[config.mk]
export PLATFORM = sky130hd
export DESIGN_NAME = nibble_serial_adder_ctrl
export DESIGN_NICKNAME = d
export VERILOG_FILES = /design/src/rtl/nibble_serial_adder_ctrl.sv
export SDC_FILE = /design/constraint.sdc
export NUM_CORES = 1
export LEC_CHECK = 0
export CAP_MARGIN = 30
export CORE_MARGIN = 8
export CORE_UTILIZATION = 48
export CTS_BUF_LIST = sky130_fd_sc_hd__clkbuf_8 sky130_fd_sc_hd__clkbuf_16
export CTS_CLUSTER_DIAMETER = 120
export CTS_CLUSTER_SIZE = 12
export DETAILED_ROUTE_END_ITERATION = 10
export PLACE_DENSITY_LB_ADDON = 0.3
export SLEW_MARGIN = 10
export SYNTH_ARGS = -nofsm -noshare
export SYNTH_HDL_FRONTEND = slang
export SYNTH_SLANG_ARGS = --single-unit
[constraint.sdc]
create_clock -name clk -period 2.9 [get_ports clk]
set_input_delay 0.435 -clock clk [delete_from_list [all_inputs] [get_ports clk]]
set_output_delay 0.435 -clock clk [all_outputs]
set_load 0.01 [all_outputs]
[src/rtl/nibble_serial_adder_ctrl.sv]
// nibble_serial_adder_ctrl
// Performs a WIDTH-bit addition by running one 4-bit ripple adder over
// NIBBLES successive cycles. The least-significant nibble goes first.
// The carry between nibbles is held in carry_r.
// Handshake: start is sampled only while ready=1. done pulses for one cycle
// when sum/cout are updated.
// Optional feature: define NIBBLE_SERIAL_SUB_EN to add the 'sub' port.
// With sub=1 the block computes a-b: B is inverted and the initial carry is 1.
module nibble_serial_adder_ctrl #(
  parameter int WIDTH = 16
) (
  input  logic             clk,
  input  logic             rst_n,
  input  logic             start,
  input  logic [WIDTH-1:0] a,
  input  logic [WIDTH-1:0] b,
  input  logic             cin,
`ifdef NIBBLE_SERIAL_SUB_EN
  input  logic             sub,
`endif
  output logic             ready,
  output logic             done,
  output logic [WIDTH-1:0] sum,
  output logic             cout
);

  localparam int NIBBLES = WIDTH / 4;
  localparam int IDX_W   = (NIBBLES > 1) ? $clog2(NIBBLES) : 1;
  localparam logic [IDX_W-1:0] LAST_IDX = IDX_W'(NIBBLES - 1);
  localparam logic [IDX_W-1:0] IDX_ONE  = IDX_W'(1);

  if ((WIDTH < 4) || ((WIDTH % 4) != 0)) begin : g_width_check
    $error("nibble_serial_adder_ctrl: WIDTH must be a multiple of 4 and at least 4");
  end

  typedef enum logic [1:0] {
    S_IDLE = 2'd0,
    S_RUN  = 2'd1,
    S_DONE = 2'd2
  } state_t;

  state_t             state_r;
  state_t             state_nxt_s;
  logic [WIDTH-1:0]   a_r;
  logic [WIDTH-1:0]   b_r;
  logic               carry_r;
  logic [WIDTH-1:0]   work_r;
  logic [IDX_W-1:0]   idx_r;
  logic [WIDTH-1:0]   sum_r;
  logic               cout_r;
  logic               ready_r;
  logic               done_r;
`ifdef NIBBLE_SERIAL_SUB_EN
  logic               sub_r;
`endif

  logic [IDX_W+1:0]   nib_base_s;
  logic [3:0]         a_nib_s;
  logic [3:0]         b_nib_s;
  logic [3:0]         add_sum_s;
  logic               add_cout_s;
  logic [WIDTH-1:0]   work_nxt_s;

  // Shared 4-bit ripple adder (R_4bit behaviour): returns {cout, sum}
  function automatic logic [4:0] r_4bit_add(input logic [3:0] x,
                                            input logic [3:0] y,
                                            input logic       ci);
    logic [3:0] s;
    logic       c;
    c = ci;
    for (int i = 0; i < 4; i++) begin
      s[i] = x[i] ^ y[i] ^ c;
      c    = (x[i] & y[i]) | (c & (x[i] ^ y[i]));
    end
    return {c, s};
  endfunction

  // State register
  always_ff @(posedge clk or negedge rst_n) begin
    if (!rst_n) begin
      state_r <= S_IDLE;
    end else begin
      state_r <= state_nxt_s;
    end
  end

  // Next-state logic: one pass per nibble, then a single DONE cycle
  always_comb begin
    state_nxt_s = state_r;
    case (state_r)
      S_IDLE: begin
        if (start) begin
          state_nxt_s = S_RUN;
        end else begin
          state_nxt_s = S_IDLE;
        end
      end
      S_RUN: begin
        if (idx_r == LAST_IDX) begin
          state_nxt_s = S_DONE;
        end else begin
          state_nxt_s = S_RUN;
        end
      end
      S_DONE:  state_nxt_s = S_IDLE;
      default: state_nxt_s = S_IDLE;
    endcase
  end

  // Select the current nibble and run it through the shared adder
  always_comb begin
    nib_base_s = {idx_r, 2'b00};
    a_nib_s    = a_r[nib_base_s +: 4];
`ifdef NIBBLE_SERIAL_SUB_EN
    if (sub_r) begin
      b_nib_s = ~b_r[nib_base_s +: 4];
    end else begin
      b_nib_s = b_r[nib_base_s +: 4];
    end
`else
    b_nib_s    = b_r[nib_base_s +: 4];
`endif
    {add_cout_s, add_sum_s} = r_4bit_add(a_nib_s, b_nib_s, carry_r);
    work_nxt_s = work_r;
    work_nxt_s[nib_base_s +: 4] = add_sum_s;
  end

  // Operand capture, per-nibble accumulation and result update
  always_ff @(posedge clk or negedge rst_n) begin
    if (!rst_n) begin
      a_r     <= {WIDTH{1'b0}};
      b_r     <= {WIDTH{1'b0}};
      carry_r <= 1'b0;
      work_r  <= {WIDTH{1'b0}};
      idx_r   <= {IDX_W{1'b0}};
      sum_r   <= {WIDTH{1'b0}};
      cout_r  <= 1'b0;
`ifdef NIBBLE_SERIAL_SUB_EN
      sub_r   <= 1'b0;
`endif
    end else begin
      case (state_r)
        S_IDLE: begin
          if (start) begin
            a_r    <= a;
            b_r    <= b;
            work_r <= {WIDTH{1'b0}};
            idx_r  <= {IDX_W{1'b0}};
`ifdef NIBBLE_SERIAL_SUB_EN
            sub_r  <= sub;
            if (sub) begin
              carry_r <= 1'b1;
            end else begin
              carry_r <= cin;
            end
`else
            carry_r <= cin;
`endif
          end
        end
        S_RUN: begin
          work_r  <= work_nxt_s;
          carry_r <= add_cout_s;
          idx_r   <= idx_r + IDX_ONE;
          if (idx_r == LAST_IDX) begin
            sum_r  <= work_nxt_s;
            cout_r <= add_cout_s;
          end
        end
        default: begin
        end
      endcase
    end
  end

  // Registered handshake outputs derived from the upcoming state
  always_ff @(posedge clk or negedge rst_n) begin
    if (!rst_n) begin
      ready_r <= 1'b1;
      done_r  <= 1'b0;
    end else begin
      ready_r <= (state_nxt_s == S_IDLE);
      done_r  <= (state_nxt_s == S_DONE);
    end
  end

  assign ready = ready_r;
  assign done  = done_r;
  assign sum   = sum_r;
  assign cout  = cout_r;

endmodule

# Word level (Yosys, flattened, before mapping)
# Cells that the tools add are included.
# totals
regBits	72
latch_bits	0
mem_bits_rw	0
rom_bits	0
input_bits	36
elab_cells	56
mem_count	0
# classes
n_addsub	2
n_mul	0
n_div	0
magnitude_cmp	0
n_eq_ne	4
shifts	4
mux	10
n_bitwise	20
reduce_logical	6
# ops
cell	count
$pmux W16 S2	1
$shiftx A16 B5 Y4	2
$bwmux W16	1
$mux W16	1
$shift A4 B6 Y16 const A	1
$shiftx A4 B6 Y16	1
$and A1 B1 Y1	8
$pmux W2 S2	2
$xor A1 B1 Y1	8
$neg A4 Y6	1
$reduce_and A2 Y1	3
$eq A2 B2 Y1 const B	2
$logic_not A2 Y1	2
$mux W2	2
$or A1 B1 Y1	4
$add A2 B1 Y2 const B	1
$eq A2 B1 Y1 const B	1
$mux W1	2
$ne A2 B2 Y1 const B	1
$pmux W1 S2	1
$reduce_bool A2 Y1	1

# Depth between registers and ports, before layout
# Gate-level depths: netlist (run 1).
# depth
ltp_word	12
mapped_depth	13

# Least setup slack after synthesis (run 1)
# Ideal clock, no wire load.
# synth_path
kind	reg2reg
startpoint	register idx_r[0]
endpoint	register work_r[11]
setup_time_ns	0.122
arrival_ns	2.688
setup_slack_ns	0.090
stages_incl_launch_ff	13
n_path_buf	2
period_less_slack_ns	2.810
cell_sequence	dfrtp_1 buf_6 mux4_2 inv_1 fa_1 inv_1 fa_1 inv_1 fa_1 inv_1 fa_1 buf_2 a32o_1
# synth_via
elab_chain_len	12
# synth_lines
element	line	rtl
start, declared	48	logic [IDX_W-1:0] idx_r;
start signal, assigned	135	idx_r <= {IDX_W{1'b0}};
start signal, assigned	148	idx_r <= {IDX_W{1'b0}};
start signal, assigned	164	idx_r <= idx_r + IDX_ONE;
$shiftx A16 B5 Y4 (on tied branches)	113, 121	
$xor A1 B1 Y1	72, 73	
$and A1 B1 Y1	73	c = (x[i] & y[i]) | (c & (x[i] ^ y[i]));
$or A1 B1 Y1	73	
$and A1 B1 Y1	73	
$or A1 B1 Y1	73	
$and A1 B1 Y1	73	
$or A1 B1 Y1	73	
$xor A1 B1 Y1	72	s[i] = x[i] ^ y[i] ^ c;
$shiftx A4 B6 Y16	125	work_nxt_s[nib_base_s +: 4] = add_sum_s;
$bwmux W16 (*)	125	
$pmux W16 S2 (*)	142	case (state_r)
end signal, assigned	134	work_r <= {WIDTH{1'b0}};
end signal, assigned	147	work_r <= {WIDTH{1'b0}};
end signal, assigned	162	work_r <= work_nxt_s;
end, declared	47	logic [WIDTH-1:0] work_r;
# Mark *: on every way between the ends. The rest lies on a longest branch, timed or not.
# A chain may end at the register's enable or synchronous reset.

# Worst setup path in the final report (run 1)
# layout_path
startpoint	register idx_r[0]
endpoint	register sum_r[15], in the netlist sum[15]
# layout_via
elab_chain_len	11
# layout_lines
element	line	rtl
$shiftx A16 B5 Y4 (on tied branches)	113, 121	
$xor A1 B1 Y1	72, 73	
$and A1 B1 Y1	73	
$or A1 B1 Y1	73	
$and A1 B1 Y1	73	
$or A1 B1 Y1	73	
$and A1 B1 Y1	73	
$or A1 B1 Y1	73	
$xor A1 B1 Y1	72	
$shiftx A4 B6 Y16	125	
$bwmux W16	125	
end signal, assigned	136	sum_r <= {WIDTH{1'b0}};
end signal, assigned	166	sum_r <= work_nxt_s;
end, declared	49	logic [WIDTH-1:0] sum_r;
# Several ways; a longest one is shown, not always the timed one.

==> summary.md, run 1 <==
| Metric | Value |
|---|---|
| M2 GR Usage | `0.248` |
| Clk pin slew, worst setup/hold paths | `0.08 ns` |
| Fill count | `563` |
| Flops & latches, synth | `72` |
| H-tree levels | `3` |
| Root Buffer | `clkbuf_8` |
| Placement Setup Slack | `-0.0348 ns` |
| Crit path time final | `2.81 ns` |
| DR pass1 iterations | `4` |
| Slew headroom | `0.451` |
| Post-synth EDFFs | `0` |
| Mapped Area | `3380 um^2` |
| Syn Area/Cell | `13.0 um^2` |
| Fraction of layout cells with a size suffix above 1 | `0.266` |
| Via Count | `2,226` |
| Max-slew violations | `0` |
| Initial antenna violation count | `0` |
| Die width | `99.9 um` |
| Total GRT Usage | `0.156` |
| Most common cell after layout, fill and taps aside | `dfrtp_1` |
| Highest clock rate | `0.355 GHz` |
| Antenna fix cells | `0` |
| Non-Filler Instances | `419` |
| Antenna viol nets, final | `0` |
| Pwr dens | `1380 nW/um^2` |
| Vias per cell | `5.31` |
| Global-route wire length before repair | `12,100 um` |
| Post-synthesis adder-cell area fraction | `0.0460` |
| Post-synthesis mux area share | `0.163` |
| Final instance area | `4240 um^2` |
| GR peak layer | `met2` |
| Tightest Pin Transition | `0.823 ns` |
| Library cells used by synthesis | `34` |
| GR Layer Usage met1 | `0.185` |
| Xor-xnor portion of the synthesized cell area | `0` |
| CTS Buf Count | `9` |
| Synthesized net count | `306` |
| WS Path Type | `flop to flop` |
| Chip height | `99.9 um` |
| R2r setup slk | `0.09 ns` |
| CP endpoint | `sum[15]` |
| Pin count of the biggest net entering global routing | `47` |
| Total Wirelength | `7040 um` |
| Post-synthesis simple-gate area fraction | `0.0945` |
| Row count | `30` |
| CP arrival | `3.09 ns` |
| Lkg Pwr | `0.00179 uW` |
| Fin nets | `364` |
| Clock sinks | `72` |
| Compound-Gate Fraction of Synth Area | `0.110` |
| Final Skew | `0.00651 ns` |
| Worst reg2reg startpoint | `idx_r[0]` |
| Final worst slack | `0.0857 ns` |
| # hold bufs at CTS | `0` |
| Reg2Reg Depth | `11` |
| Synth-to-Final Area Change | `25.6%` |
| Util after Layout | `0.624` |
| Finish-stage setup viols | `0` |
| Yosys Warn Count | `0` |
| Placed Cells | `403` |
| Clk buf depth | `2` |
| Hold Violations, Final | `0` |
| CP Launch Type | `flop` |
| Die area | `9970 um^2` |
| GRT met3 Usage | `0.0478` |
| Post-synthesis sequential area ratio | `0.534` |
| Crit path capture type | `flop` |
| I/O pins | `55` |
| Initial core utilization | `0.497` |
| Drt initial violations | `69` |
| Final HPWL DP | `5230 um` |
| Async SR Flop Fraction | `1.00` |
| GPL Wtd Cong | `0.793` |
| HP Class | `input pin to async pin` |
| Vias in the first global route | `2,435` |
| Worst-path maximum fanout | `8` |
| Area of placed instances | `3990 um^2` |
| Number of port buffers | `54` |
| Post-Synthesis Cells | `260` |
| Core box area | `6790 um^2` |
| DRC viols | `0` |
| Most frequent cells in the layout | `dfrtp_1, clkdlybuf4s50_1, mux2_2` |
| WP data required | `3.18 ns` |
| Max-cap violations | `0` |
| Crit share post-route | `0.970` |
| Critical Path Source | `idx_r[0]` |
| R2R Path End | `sum[15]` |
| Outcome | `complete, no violations` |
| CTS tree | `built` |
| Final TNS setup | `0 ns` |
| # Post-CTS Setup Buffers | `0` |
| Clk Latency, worst-skew pair | `0.36 ns` |
| Maximum VDD drop | `728 uV` |
| Wirelength per Cell | `16.8 um` |
| Largest family of logic cells by synthesized area | `multiplexers` |
| Main flop type after synthesis | `dfrtp_1` |
| GR Overflow Total | `0` |
==> timing repair <==
action | 4_1_cts | 5_1_grt
resized for setup | 1 | 13
setup endpoints to repair | 7 | 8
pin swaps | 0 | 6
==> flip-flops by register name (all words and copies together), names as in the netlist <==
register / cells
a_r: 16
b_r: 16
sum: 16
work_r: 16
idx_r: 2
state_r: 2
carry_r: 1
cout: 1
done: 1
ready: 1
==> stage by stage <==
stage,hold WS [ns],power (uW)
CTS,0.0936,5730
global route,0.108,6210
detailed placement,0.468,4820
floorplan,0.139,3710
finish,0.0752,5840
global placement,0.466,4750
==> synth_stat cells (all sizes together) (2+ instances only) <==
cell	n	area (um^2)
a21o	4	30.0
a21oi	18	90.1
a22o	9	78.8
a31oi	6	37.5
a32o	8	80.1
and3b	2	17.5
buf	18	126
dfrtp	71	1780
fa	4	80.1
ha	6	75.1
inv	12	45.0
mux2	33	372
mux4	8	180
nand2	5	18.8
nand2b	15	96.3
nor2	17	71.3
nor2b	9	56.3
nor4bb	2	20.0
o21a	2	15.0
o221ai	2	17.5
==> area by class of cell <==
class | instances | area, um^2 | share of cell area
Clock inverter | 6 | 82.6 | 0.0195
Clock buffer | 10 | 138 | 0.0324
Tap cell | 96 | 120 | 0.0283
Timing Repair Buffer | 66 | 626 | 0.147
Multi-Input combinational cell | 157 | 1430 | 0.336
Sequential cell | 72 | 1800 | 0.425
Inverter | 12 | 45.0 | 0.0106
==> worst min-delay path by stage <==
stage                     endpoint  cells after the start
final                       sum[6]                      2
after global routing        sum[6]                      2
after CTS                   sum[6]                      2
after detailed placement    sum[6]                      2
after global placement      sum[6]                      2
after floorplan             a_r[0]                      0
==> metal layers <==
| layer | vias up | wire length, um |
|---|---|---|
| met5 | - | 0 |
| met4 | 0 | 167 |
| met3 | 13 | 406 |
| met2 | 65 | 3440 |
| met1 | 1116 | 3030 |
| li1 | 1032 | - |
==> cells by family (layout without fill, tap and decap cells) <==
kind of cell,after synthesis,in the layout
flip-flops,72,72
AO/OA/AOI/OAI,52,52
buffers and inverters,31,94
AND/OR/NAND/NOR,54,54
multiplexers,41,41
adder cells (fa/ha/maj),10,10
==> report_power, final <==
part / switching [uW] / internal (uW)
clock network: 374 / 503
logic: 1560 / 1590
registers: 302 / 1510
total: 2230 / 3610
==> critical path: stages (launching register included) <==
cell	delay [ns]
dfrtp_2	0.41
mux4_2	0.51
inv_2	0.07
fa_2	0.19
inv_2	0.04
fa_2	0.33
inv_2	0.06
fa_2	0.18
inv_2	0.04
fa_2	0.68
a21oi_2	0.08
a21oi_1	0.14
(Power assumes the default switching activity.)
==> run 2: changes to the inputs <==
--- a/config.mk
+++ b/config.mk
@@ -7,7 +7,7 @@
 export LEC_CHECK = 0
 export CAP_MARGIN = 30
 export CORE_MARGIN = 8
-export CORE_UTILIZATION = 48
+export CORE_UTILIZATION = 40
 export CTS_BUF_LIST = sky130_fd_sc_hd__clkbuf_8 sky130_fd_sc_hd__clkbuf_16
 export CTS_CLUSTER_DIAMETER = 120
 export CTS_CLUSTER_SIZE = 12
==> run 2 against run 1 <==
  * Via count fell by 1.5%
  * Wire length increased by 1.6%
  * Sequential cell count unchanged
  * Worst hold slack better by 0.087 ns
  * Global-route usage decreased by 1.7 points
  * Cell count up 2.1%
  * Clock power about the same
  * Utilization fell by 10 points
  * Final area increased by 0.65%
  * Critical path depth unchanged
  * Sequential share of layout area down 0.27 points
  * Critical path type unchanged
  * Critical endpoint is now sum[3]
==> summary.md, run 2 (synthesized netlist as in run 1, its figures left out) <==
| Metric | Value |
|---|---|
| Outcome | `complete, no violations (unchanged)` |
| Antenna fix cells | `0 (unchanged)` |
| CTS Buf Count | `9 (unchanged)` |
| Synth-to-Final Area Change | `26.5% (was 25.6%)` |
| HP Class | `input pin to async pin (unchanged)` |
| Sw frac | `0.384 (was 0.383)` |
| Total GRT Usage | `0.139 (was 0.156)` |
| CP arrival | `3.15 ns (was 3.09 ns)` |
| Crit path capture type | `flop (unchanged)` |
| R2r setup slk | `0.03 ns (was 0.09 ns)` |
| Max-slew violations | `0 (unchanged)` |
| Max-cap violations | `0 (unchanged)` |
| Crit path time final | `2.87 ns (was 2.81 ns)` |
| Most frequent cells in the layout | `dfrtp_1, clkdlybuf4s50_1, mux2_2 (unchanged)` |
| Final HPWL DP | `5220 um (was 5230 um)` |
| Clk buf depth | `2 (unchanged)` |
| Most common cell after layout, fill and taps aside | `dfrtp_1 (unchanged)` |
| Hold Violations, Final | `0 (unchanged)` |
| Fill count | `749 (was 563)` |
| Number of port buffers | `54 (unchanged)` |
| Total Wirelength | `7150 um (was 7040 um)` |
| H-tree levels | `3 (unchanged)` |
| Final Skew | `0.00926 ns (was 0.00651 ns)` |
| Wirelength per Cell | `16.7 um (was 16.8 um)` |
| Chip height | `108 um (was 99.9 um)` |
| Vias in the first global route | `2,426 (was 2,435)` |
| Placed Cells | `412 (was 403)` |
| Pwr dens | `1370 nW/um^2 (was 1380 nW/um^2)` |
| Vias per cell | `5.12 (was 5.31)` |
| Die width | `108 um (was 99.9 um)` |
| Maximum VDD drop | `920 uV (was 728 uV)` |
| GR Overflow Total | `0 (unchanged)` |
| Footprint of the multi-input gates | `1430 um^2 (about the same)` |
| Initial antenna violation count | `0 (unchanged)` |
| Clk network pwr share | `0.149 (was 0.150)` |
| CP Launch Type | `flop (unchanged)` |
| Die area | `11,600 um^2 (was 9970 um^2)` |
| RSZ-0062 raised after global routing | `true` |
| Int Power | `3620 uW (was 3610 uW)` |
| Clock sinks | `72 (unchanged)` |
| Core box area | `8220 um^2 (was 6790 um^2)` |
| Lkg Pwr | `0.00179 uW (about the same)` |
| Clk Latency, worst-skew pair | `0.35 ns (was 0.36 ns)` |
| Sequential power share | `0.309 (was 0.310)` |
| Clk pin slew, worst setup/hold paths | `0.08 ns (about the same)` |
| Slew headroom | `0.469 (was 0.451)` |
| Highest clock rate | `0.349 GHz (was 0.355 GHz)` |
| Drt initial violations | `48 (was 69)` |
| DRC viols | `0 (unchanged)` |
| Tightest Pin Transition | `0.797 ns (was 0.823 ns)` |
| Pin count of the biggest net entering global routing | `38 (was 47)` |
| Via Count | `2,193 (was 2,226)` |
| DR pass1 iterations | `4 (unchanged)` |
| Antenna viol nets, final | `0 (unchanged)` |
| GPL Wtd Cong | `0.738 (was 0.793)` |
| Fraction of layout cells with a size suffix above 1 | `0.272 (was 0.266)` |
| Non-Filler Instances | `428 (was 419)` |
| Crit share post-route | `0.989 (was 0.970)` |
| Initial core utilization | `0.411 (was 0.497)` |
| Global-route wire length before repair | `12,400 um (was 12,100 um)` |
| R2R Path End | `sum[3] (was sum[15])` |
| Fin nets | `364 (unchanged)` |
| Root Buffer | `clkbuf_8 (unchanged)` |
| Util after Layout | `0.520 (was 0.624)` |
| Row count | `33 (was 30)` |
| Worst-path maximum fanout | `8 (unchanged)` |
| Reg2Reg Depth | `11 (unchanged)` |
| WS Path Type | `flop to flop (unchanged)` |
| Switch Pwr | `2250 uW (was 2230 uW)` |
| Logic gate share of total power | `0.542 (was 0.539)` |
| Worst reg2reg startpoint | `idx_r[0] (unchanged)` |
| FF+latch area | `1800 um^2 (unchanged)` |
| Finish-stage setup viols | `0 (unchanged)` |
| WP data required | `3.18 ns (about the same)` |
| I/O pins | `55 (unchanged)` |
| CTS tree | `built (unchanged)` |
run 2: how the worst max path moves through the flow:
stage | startpoint | cells past startpoint | slack, ns | end
6_report | idx_r[0] | 11 | 0.03 | sum[3]
5_1_grt | idx_r[0] | 11 | -0.09 | sum[3]
4_1_cts | idx_r[0] | 11 | -0.01 | sum[15]
3_5_place_dp | idx_r[0] | 11 | -0.18 | sum[3]
3_3_place_gp | idx_r[0] | 11 | -0.02 | sum[3]
2_1_floorplan | idx_r[0] | 12 | 0.09 | work_r[11]
run 2: area by class of cell:
cell class | instances | area share
well taps | 105 | 0.0308
multi-input cells | 157 | 0.335
clock inverters | 6 | 0.0193
flip-flops and latches | 72 | 0.423
inverters | 12 | 0.0106
repair buffers | 66 | 0.149
clock buffers | 10 | 0.0322
run 2: power groups by stage:
stage               sequential, uW  combinational, uW  clock (uW)
global route                  1890               3480         947
global placement              1810               2970           0
CTS                           1830               3170         904
floorplan                     1780               1930           0
detailed placement            1840               3030           0
finish                        1810               3180         874
run 2: metrics by stage:
| stage | setup TNS (ns) | area, um^2 | total power [uW] | worst slack, ns | hold slack, ns |
|---|---|---|---|---|---|
| after floorplan | 0 | 3380 | 3710 | 0.0903 | 0.139 |
| after global placement | -0.0517 | 4020 | 4790 | -0.0157 | 0.464 |
| after detailed placement | -1.13 | 4020 | 4870 | -0.183 | 0.476 |
| after CTS | -0.0335 | 4250 | 5900 | -0.0149 | 0.180 |
| after global routing | -0.476 | 4270 | 6320 | -0.0935 | 0.225 |
| final | 0 | 4270 | 5870 | 0.0329 | 0.162 |
run 2: repair_timing:
action,CTS,global route
hold buffers,0,0
pin swaps,3,10
endpoints found under the setup margin,8,8
buffers inserted,0,0
gates resized for setup,10,6
run 2: critical path, stage by stage (launching register included):
cell and delay [ns]:
dfrtp_2 0.44, mux4_2 0.53, inv_2 0.08, fa_2 0.19, inv_2 0.04, fa_2 0.32, inv_2 0.06, fa_2 0.18
inv_2 0.04, fa_2 0.68, a21oi_2 0.10, a21oi_2 0.14
run 2: metal layers:
| metal | global-route usage | wire (um) | vias to the layer above |
|---|---|---|---|
| li1 | - | - | 1042 |
| met1 | 0.165 | 3190 | 1072 |
| met2 | 0.216 | 3370 | 63 |
| met3 | 0.0509 | 418 | 16 |
| met4 | 0.0694 | 174 | 0 |
| met5 | 0 | 0 | - |
